[src/rtl/apb_pkg.sv]
// rtl/apb_pkg.sv - shared types and address map for the APB initiator
package apb_pkg;

  localparam int NSLV_DEF = 3;

  typedef enum logic [1:0] {
    ST_IDLE   = 2'd0,
    ST_SETUP  = 2'd1,
    ST_ENABLE = 2'd2,
    ST_DECERR = 2'd3
  } apb_state_e;

  // Each slave owns a 64 MiB window; entry i belongs to psel[i]
  localparam logic [NSLV_DEF-1:0][31:0] SLV_BASE  = {32'h8800_0000, 32'h8400_0000, 32'h8000_0000};
  localparam logic [NSLV_DEF-1:0][31:0] SLV_LIMIT = {32'h8BFF_FFFF, 32'h87FF_FFFF, 32'h83FF_FFFF};

endpackage

[src/rtl/apb_master_if.sv]
// rtl/apb_master_if.sv - request/response stream plus APB2 bus bundle
interface apb_master_if #(
  parameter int ADDR_W = 32,
  parameter int DATA_W = 32,
  parameter int NSLV   = apb_pkg::NSLV_DEF
);
  logic              req_valid;
  logic              req_ready;
  logic              req_write;
  logic [ADDR_W-1:0] req_addr;
  logic [DATA_W-1:0] req_wdata;
  logic              rsp_valid;
  logic [DATA_W-1:0] rsp_rdata;
  logic              rsp_err;
  logic              pwrite;
  logic              penable;
  logic [NSLV-1:0]   psel;
  logic [ADDR_W-1:0] paddr;
  logic [DATA_W-1:0] pwdata;
  logic [DATA_W-1:0] prdata;

  modport master (
    input  req_valid, req_write, req_addr, req_wdata, prdata,
    output req_ready, rsp_valid, rsp_rdata, rsp_err,
           pwrite, penable, psel, paddr, pwdata
  );

  modport slave (
    output req_valid, req_write, req_addr, req_wdata, prdata,
    input  req_ready, rsp_valid, rsp_rdata, rsp_err,
           pwrite, penable, psel, paddr, pwdata
  );
endinterface

[src/rtl/apb_addr_decode.sv]
// rtl/apb_addr_decode.sv - combinational address to one-hot slave select
module apb_addr_decode
  import apb_pkg::*;
#(
  parameter int ADDR_W = 32,
  parameter int NSLV   = NSLV_DEF
) (
  input  logic [ADDR_W-1:0] addr_i,
  output logic [NSLV-1:0]   sel_o,
  output logic              hit_o
);

  for (genvar i = 0; i < NSLV; i++) begin : g_sel
    assign sel_o[i] = (addr_i >= ADDR_W'(SLV_BASE[i])) && (addr_i <= ADDR_W'(SLV_LIMIT[i]));
  end

  assign hit_o = |sel_o;

endmodule

[src/rtl/apb_master.sv]
// rtl/apb_master.sv - valid/ready request stream to APB2 transfers
module apb_master
  import apb_pkg::*;
#(
  parameter int ADDR_W = 32,
  parameter int DATA_W = 32,
  parameter int NSLV   = NSLV_DEF
) (
  input  logic         hclk,
  input  logic         hreset,
  apb_master_if.master bus
);

  apb_state_e        state_q;
  logic              req_ready_q;
  logic              rsp_valid_q;
  logic              rsp_err_q;
  logic [DATA_W-1:0] rsp_rdata_q;
  logic              pwrite_q;
  logic              penable_q;
  logic [NSLV-1:0]   psel_q;
  logic [ADDR_W-1:0] paddr_q;
  logic [DATA_W-1:0] pwdata_q;
  logic [NSLV-1:0]   dec_sel;
  logic              dec_hit;
  logic              accept;

  apb_addr_decode #(.ADDR_W(ADDR_W), .NSLV(NSLV)) u_dec (
    .addr_i (bus.req_addr),
    .sel_o  (dec_sel),
    .hit_o  (dec_hit)
  );

  assign accept = bus.req_valid && req_ready_q;

  always_ff @(posedge hclk) begin
    if (hreset) begin
      state_q     <= ST_IDLE;
      req_ready_q <= 1'b1;
      rsp_valid_q <= 1'b0;
      rsp_err_q   <= 1'b0;
      rsp_rdata_q <= '0;
      pwrite_q    <= 1'b0;
      penable_q   <= 1'b0;
      psel_q      <= '0;
      paddr_q     <= '0;
      pwdata_q    <= '0;
    end else begin
      rsp_valid_q <= 1'b0;
      rsp_err_q   <= 1'b0;
      rsp_rdata_q <= '0;
      if (accept) begin
        paddr_q  <= bus.req_addr;
        pwdata_q <= bus.req_wdata;
        pwrite_q <= bus.req_write;
      end
      case (state_q)
        ST_SETUP: begin
          state_q     <= ST_ENABLE;
          penable_q   <= 1'b1;
          req_ready_q <= 1'b1;
        end
        ST_DECERR: begin
          rsp_valid_q <= 1'b1;
          rsp_err_q   <= 1'b1;
          state_q     <= ST_IDLE;
          req_ready_q <= 1'b1;
        end
        default: begin
          // ENABLE completes here; pwrite_q still describes the finishing transfer
          if (state_q == ST_ENABLE) begin
            rsp_valid_q <= 1'b1;
            rsp_rdata_q <= pwrite_q ? '0 : bus.prdata;
          end
          penable_q <= 1'b0;
          if (accept && dec_hit) begin
            state_q     <= ST_SETUP;
            psel_q      <= dec_sel;
            req_ready_q <= 1'b0;
          end else if (accept) begin
            state_q     <= ST_DECERR;
            psel_q      <= '0;
            req_ready_q <= 1'b0;
          end else begin
            state_q     <= ST_IDLE;
            psel_q      <= '0;
            req_ready_q <= 1'b1;
          end
        end
      endcase
    end
  end

  assign bus.req_ready = req_ready_q;
  assign bus.rsp_valid = rsp_valid_q;
  assign bus.rsp_err   = rsp_err_q;
  assign bus.rsp_rdata = rsp_rdata_q;
  assign bus.pwrite    = pwrite_q;
  assign bus.penable   = penable_q;
  assign bus.psel      = psel_q;
  assign bus.paddr     = paddr_q;
  assign bus.pwdata    = pwdata_q;

endmodule

[src/flat_wrapper.sv]
// flat-port wrapper written by rule: the top's interface ports become plain ports
module apb_master_flat import apb_pkg::*;
#(
  parameter int ADDR_W = 32,
  parameter int DATA_W = 32,
  parameter int NSLV   = NSLV_DEF
)
  (hclk, hreset, bus_req_valid, bus_req_write, bus_req_addr, bus_req_wdata, bus_prdata, bus_req_ready, bus_rsp_valid, bus_rsp_rdata, bus_rsp_err, bus_pwrite, bus_penable, bus_psel, bus_paddr, bus_pwdata);
  apb_master_if #(.ADDR_W(ADDR_W), .DATA_W(DATA_W), .NSLV(NSLV)) bus_i ();
  input  logic hclk;
  input  logic hreset;
  input wire logic [$bits(bus_i.req_valid)-1:0] bus_req_valid;
  input wire logic [$bits(bus_i.req_write)-1:0] bus_req_write;
  input wire logic [$bits(bus_i.req_addr)-1:0] bus_req_addr;
  input wire logic [$bits(bus_i.req_wdata)-1:0] bus_req_wdata;
  input wire logic [$bits(bus_i.prdata)-1:0] bus_prdata;
  output wire logic [$bits(bus_i.req_ready)-1:0] bus_req_ready;
  output wire logic [$bits(bus_i.rsp_valid)-1:0] bus_rsp_valid;
  output wire logic [$bits(bus_i.rsp_rdata)-1:0] bus_rsp_rdata;
  output wire logic [$bits(bus_i.rsp_err)-1:0] bus_rsp_err;
  output wire logic [$bits(bus_i.pwrite)-1:0] bus_pwrite;
  output wire logic [$bits(bus_i.penable)-1:0] bus_penable;
  output wire logic [$bits(bus_i.psel)-1:0] bus_psel;
  output wire logic [$bits(bus_i.paddr)-1:0] bus_paddr;
  output wire logic [$bits(bus_i.pwdata)-1:0] bus_pwdata;
  assign bus_i.req_valid = bus_req_valid;
  assign bus_i.req_write = bus_req_write;
  assign bus_i.req_addr = bus_req_addr;
  assign bus_i.req_wdata = bus_req_wdata;
  assign bus_i.prdata = bus_prdata;
  assign bus_req_ready = bus_i.req_ready;
  assign bus_rsp_valid = bus_i.rsp_valid;
  assign bus_rsp_rdata = bus_i.rsp_rdata;
  assign bus_rsp_err = bus_i.rsp_err;
  assign bus_pwrite = bus_i.pwrite;
  assign bus_penable = bus_i.penable;
  assign bus_psel = bus_i.psel;
  assign bus_paddr = bus_i.paddr;
  assign bus_pwdata = bus_i.pwdata;
  apb_master #(.ADDR_W(ADDR_W), .DATA_W(DATA_W), .NSLV(NSLV)) u_core (.hclk(hclk), .hreset(hreset), .bus(bus_i));
endmodule
[config.mk]
export PLATFORM = sky130hd
export DESIGN_NAME = apb_master_flat
export DESIGN_NICKNAME = d
export VERILOG_FILES = /design/src/rtl/apb_pkg.sv /design/src/rtl/apb_master_if.sv /design/src/rtl/apb_addr_decode.sv /design/src/rtl/apb_master.sv /design/src/flat_wrapper.sv
export SDC_FILE = /design/constraint.sdc
export NUM_CORES = 1
export LEC_CHECK = 0
export ABC_AREA = 1
export CAP_MARGIN = 20
export CORE_MARGIN = 4
export CORE_UTILIZATION = 36
export CTS_BUF_LIST = sky130_fd_sc_hd__clkbuf_8
export DETAILED_ROUTE_END_ITERATION = 6
export PLACE_DENSITY = 0.85
export SLEW_MARGIN = 0
export SYNTH_ARGS = -nofsm -noshare
export SYNTH_HDL_FRONTEND = slang
export SYNTH_SLANG_ARGS = --single-unit
export TNS_END_PERCENT = 5
[constraint.sdc]
create_clock -name hclk -period 0.97 [get_ports hclk]
set_input_delay 0.291 -clock hclk [delete_from_list [all_inputs] [get_ports hclk]]
set_output_delay 0.291 -clock hclk [all_outputs]
set_load 0.02 [all_outputs]
==> reports/metrics.csv <==
metric;value;unit
outcome;finished, violations left;
failing checks;setup timing;
Flop pwr share;47.0;%
WP buf/inv;1;
Max-Cap Viols;0;
CTS clock-pin slew for the worst setup and hold paths;110;ps
r2r setup slk;-150;ps
synthesized flop and latch total;106;
busiest grt layer;met2;
TritonCTS clock tree;yes;
Final WS setup;-176;ps
CP max FO;2;
Comb power frac;23.1;%
Pint;7.46;mW
Crit Path Class;reg -> out;
Setup WS pre-CTS;-605;ps
via count;3542;
Slew HR;84.0;%
Clock Sinks;106;
number of global-route vias before repair;3751;
Pwr Density;1520;mW/mm^2
Sw Ratio;27.9;%
TritonCTS Buffers;9;
met2 usage;33.8;%
Longest Clk Path Bufs;2;
final hold vios;0;
RSZ-0062 raised after global routing;true;
Detail Route Antenna Nets;0;
die area;0.0123;mm^2
Final Wtd Congestion;0.799;
Nets;756;
largest net degree at the start of global routing;34;
total wire length;11.5;mm
Final setup viols;175;
Yosys cell types;22;
Final Skew;16.1;ps
Congestion Overflow GR;0;
share of cells above drive strength 1;55.5;%
Top Ports;204;
Lkg Pwr;3.02;nW
row count;37;
fmax;0.873;GHz
cell count after synthesis;424;
hold buffers post-CTS;0;
total track usage;18.3;%
worst r2r dst;u_core.bus.paddr[11]$_SDFFE_PP0P_;
crit end category;output pin;
H-tree Lvls;3;
Hold Path Class;in -> reg;
VDD IR-drop max;0.000880;V
hpwl dp;8.27;mm
Worst R2R Start;u_core.bus.req_ready$_SDFF_PP1_;
Global Route met1 Usage;19.6;%
Layout area overhead;78.9;%
initial core utilization;36.9;%
Synth Area per Inst;8.98;um^2
Die Wd;111;um
Stages on worst setup path;1;
clock share of power;29.9;%
Die Span Y;111;um
Critical-path top delay cell;dfxtp_4;
min Tclk post-route;1150;ps
net switching power;2.89;mW
Worst path max stage delay;370;ps
initial antenna violation count;0;
met3 GRT Util;5.90;%
worst hold path cell count;2;
clk root buf;clkbuf_8;
hold wc startpoint;hreset;
path depth of the worst reg2reg path;6;
IO Port Bufs;203;
DR pass1 iterations;4;
Vias/cell;4.44;
core area;0.0103;mm^2
initial DRC count;192;
first-pass GRT wire length;18.4;mm
WP data required;680;ps
number of diodes;0;
Seq/Total Area, Yosys;55.7;%
drt drc;0;
Placed Instances;776;
crit path launch type;flip-flop;
Routed WL per cell;14.4;um
Pins Over Slew Limit;0;
final critical-path share of the clock period;118;%
kind of cell adding the most delay to the critical path;flip-flops;
crit path cell chain;buf_6;
Layout Cells excl Fill;797;
worst-margin pin slew;240;ps
Hold WS;372;ps
cell area after synthesis;0.00381;mm^2
Clk Latency, worst-skew pair;370;ps
Ys Warns;0;
Worst Hold Endpoint;u_core.bus.rsp_valid$_SDFF_PP0_;
syn_nets;524;
CP arrival;860;ps
## cell usage in the layout, fill, tap and decap left out, types with 3 or more instances in the layout
cell | synthesis | final
a21oi_2 | 3 | 3
o21ai_2 | 40 | 43
buf_6 | 9 | 103
nor2_4 | 0 | 3
dfxtp_2 | 0 | 101
nand2_1 | 9 | 9
inv_1 | 39 | 38
clkbuf_8 | 0 | 9
clkdlybuf4s50_1 | 0 | 97
inv_6 | 0 | 3
buf_12 | 2 | 5
nor2_2 | 35 | 49
dfxtp_1 | 106 | 4
nor2_1 | 133 | 116
o21ai_1 | 2 | 19
o21ai_0 | 25 | 5
buf_4 | 0 | 33
## cell families after synthesis
family / Yosys count / share of synthesized area [%]
and+or+nand+nor: 184 / 21.2
DFF: 106 / 55.7
AOI/OAI and AO/OA: 70 / 13.4
buffers and inverters: 64 / 9.63
## per-stage QoR
| stage | instance area (um^2) | utilization [%] | power, mW | TNS (ps) |
|---|---|---|---|---|
| final | 6810 | 66.0 | 10.4 | -22380 |
| after global routing | 6810 | 66.0 | 10.8 | -33460 |
| after CTS | 6690 | 64.8 | 10.4 | -25110 |
| after detailed placement | 6170 | 59.8 | 7.08 | -79630 |
| after global placement | 6170 | 59.8 | 7.02 | -76710 |
| after floorplan | 3820 | - | 5.86 | -376 |
## Yosys cell counts, drive strengths merged
master	number	area (um^2)
nand4	1	6.26
nor3	2	21.3
nand3	2	10.0
nor2	168	718
o21ai	67	485
buf	22	206
clkbuf	1	3.75
nand2	11	51.3
a21oi	3	26.3
dfxtp	106	2120
inv	41	156
## flip-flops by register name (all words and copies together) (netlist names)
register              cells
u_core.state_q            2
u_core.bus.penable        1
u_core.bus.rsp_rdata     32
u_core.bus.req_ready      1
u_core.bus.rsp_valid      1
u_core.bus.pwrite         1
u_core.bus.paddr         32
u_core.bus.psel           3
u_core.bus.rsp_err        1
u_core.bus.pwdata        32
## repair_timing
| item | CTS | global route |
|---|---|---|
| gates cloned | 0 | 2 |
| pin swaps | 0 | 0 |
| endpoints found under the setup margin | 209 | 209 |
| resized for setup | 736 | 38 |
| setup buffers | 3 | 0 |
## power groups by stage
stage | Clock, mW | Sequential [mW] | Combinational (mW)
floorplan | 0 | 5.18 | 0.677
global placement | 0 | 4.84 | 2.18
detailed placement | 0 | 4.86 | 2.23
CTS | 3.20 | 4.86 | 2.33
global route | 3.39 | 4.90 | 2.55
finish | 3.10 | 4.87 | 2.39
## layout make-up
class,count,area (um^2)
fillers,804,3510
multi-input cells,254,1400
clock buffers,9,124
flip-flops and latches,106,2250
repair buffers,244,2600
inverters,41,161
well taps,136,170
clock inverters,7,105
## per-layer routing
metal  vias up  part of all wire (%)
li1       1763                     -
met1      1627                    38
met2       130                    53
met3        22                   6.8
met4         0                   2.6
met5         -                     0
## worst max-delay path by stage
stage	end	slack [ps]	start
6_report	bus_req_ready	-180	u_core.bus.req_ready$_SDFF_PP1_
5_1_grt	bus_req_ready	-230	u_core.bus.req_ready$_SDFF_PP1_
4_1_cts	bus_req_ready	-190	u_core.bus.req_ready$_SDFF_PP1_
3_5_place_dp	u_core.bus.pwdata[9]$_SDFFE_PP0P_	-600	bus_req_valid
3_3_place_gp	u_core.bus.paddr[31]$_SDFFE_PP0P_	-560	hreset
2_1_floorplan	u_core.bus.paddr[21]$_SDFFE_PP0P_	-20	u_core.bus.req_ready$_SDFF_PP1_
Note: power is estimated with default switching activity, not from simulation.
==> RTL change (config.mk and constraints unchanged) <==
`ADDR_W` is set to 32 in 4 places; all go to 48.
--- a/src/rtl/apb_master_if.sv
+++ b/src/rtl/apb_master_if.sv
@@ -1,6 +1,6 @@
 // rtl/apb_master_if.sv - request/response stream plus APB2 bus bundle
 interface apb_master_if #(
-  parameter int ADDR_W = 32,
+  parameter int ADDR_W = 48,
   parameter int DATA_W = 32,
   parameter int NSLV   = apb_pkg::NSLV_DEF
 );
--- a/src/rtl/apb_addr_decode.sv
+++ b/src/rtl/apb_addr_decode.sv
@@ -2,7 +2,7 @@
 module apb_addr_decode
   import apb_pkg::*;
 #(
-  parameter int ADDR_W = 32,
+  parameter int ADDR_W = 48,
   parameter int NSLV   = NSLV_DEF
 ) (
   input  logic [ADDR_W-1:0] addr_i,
--- a/src/rtl/apb_master.sv
+++ b/src/rtl/apb_master.sv
@@ -2,7 +2,7 @@
 module apb_master
   import apb_pkg::*;
 #(
-  parameter int ADDR_W = 32,
+  parameter int ADDR_W = 48,
   parameter int DATA_W = 32,
   parameter int NSLV   = NSLV_DEF
 ) (
--- a/src/flat_wrapper.sv
+++ b/src/flat_wrapper.sv
@@ -1,7 +1,7 @@
 // flat-port wrapper written by rule: the top's interface ports become plain ports
 module apb_master_flat import apb_pkg::*;
 #(
-  parameter int ADDR_W = 32,
+  parameter int ADDR_W = 48,
   parameter int DATA_W = 32,
   parameter int NSLV   = NSLV_DEF
 )
Interface: changed (resized bus_paddr and bus_req_addr); port bits go from 204 to 236. The function was not compared with the original's and may differ.
==> RTL change against the unedited design <==
The run still ends with setup timing left; count of clock-buffer cells in the layout grew 11; sequential share of layout area fell by 1.3 points; clock skew is 9.0 ps lower; design area up 20%; register-to-register slack worse by 90 ps; sequential cell count increased by 16; power rose by 25%; area after synthesis grew 11%; via count increased by 26%; worst setup slack got worse by 60 ps; wire length grew 29%; largest cell class unchanged.
==> RTL change: results <==
export IMPL_routedWlPerCell_um=15.3
export IMPL_worstSkewPairLatency_ps=440
export IMPL_p_leak_uw=0.00404
export IMPL_synth_nets=657
export IMPL_gp_congestion=0.780
export IMPL_hold_worst_slack_ps=132
export IMPL_skew_ps=7.08
export IMPL_synthTopCellsByCount="199 x nor2_1, 122 x dfxtp_1, 82 x o21ai_0"
export IMPL_grt_max_degree=35
export IMPL_setup_violations=227
export IMPL_cts_buffers_inserted=17
export IMPL_critical_path_class="flop to flop"
export IMPL_nets=927
export IMPL_wl_um=14800
export IMPL_dpl_cell_area_um2=6970
export IMPL_syn_inst=541
export IMPL_synth_seq_area_share_pct=57.9
export IMPL_critPathMaxFanout=8
export IMPL_r2r_end="u_core.bus.paddr[31]"
export IMPL_drive_gt1_share_pct=46.8
export IMPL_reg2reg_depth=7
export IMPL_grt_antenna_before_repair=2
export IMPL_drtPass1Iterations=7
export IMPL_routed_via_density=4.61
export IMPL_dp_cells=924
export IMPL_critPathMaxStageDelay_ps=350
export IMPL_worst_pin_slew_ps=250
export IMPL_finalWorstSetupSlack_ps=-236
export IMPL_critical_path_arrival_ps=1530
export IMPL_ys_types=19
export IMPL_violations="setup timing"
export IMPL_holdPathEnd="u_core.bus.paddr[41]"
export IMPL_status="finished with violations"
export IMPL_tns_ps=-38700
export IMPL_clkTransAtPathRegs_ps=70
export IMPL_cts_htree_levels=4
export IMPL_grt_pass1_wl_um=20500
export IMPL_io_buffers=235
export IMPL_first_global_vias=4216
export IMPL_holdPathStages=3
[RTL change: final cells by class]
cell class / count / area [um2]
fill: 818 / 3250
timing repair buffer: 279 / 3110
sequential: 122 / 2590
multi-input combinational: 340 / 1670
clock buffer: 20 / 275
inverter: 51 / 199
tap: 143 / 179
clock inverter: 11 / 128
antenna: 2 / 5.00
[RTL change: repair_timing]
item	in CTS	in global routing
buffers inserted	1	7
pin swaps	3	37
cloned	0	3
gates resized for setup	848	130
endpoints found under the setup margin	226	239
[RTL change: cells by family after synthesis]
kind of cell / after synthesis / synth area share (%)
DFF: 122 / 57.9
and+or+nand+nor: 245 / 22.8
AOI/OAI and AO/OA: 95 / 11.5
buffers and inverters: 79 / 7.86
[RTL change: how the worst max path moves through the flow]
stage | endpoint | slack (ps) | cells past startpoint
finish | u_core.bus.paddr[31] | -240 | 7
global route | u_core.bus.paddr[16] | -290 | 7
CTS | bus_req_ready | -270 | 1
detailed placement | u_core.state_q[1] | -750 | 11
global placement | u_core.state_q[1] | -690 | 11
floorplan | u_core.state_q[1] | -80 | 10
[RTL change: worst max-delay path, delay by kind of cell, from the launching register on]
| kind | cells | cell delay (ps) |
|---|---|---|
| simple gates | 1 | 80 |
| compound gates | 2 | 200 |
| buf+inv | 4 | 450 |
| flops | 1 | 350 |
[RTL change: metal layers]
metal	global-route usage (%)	routed length [um]	up-vias
met1	20.7	5370	2047
met5	0	7	-
met2	34.8	7790	156
met3	8.45	1230	37
li1	-	-	2222
met4	9.44	442	2
[RTL change: power by group]
group / switching [uW] / internal [uW]
clock network: 1950 / 2680
registers: 234 / 5400
logic: 1270 / 1440
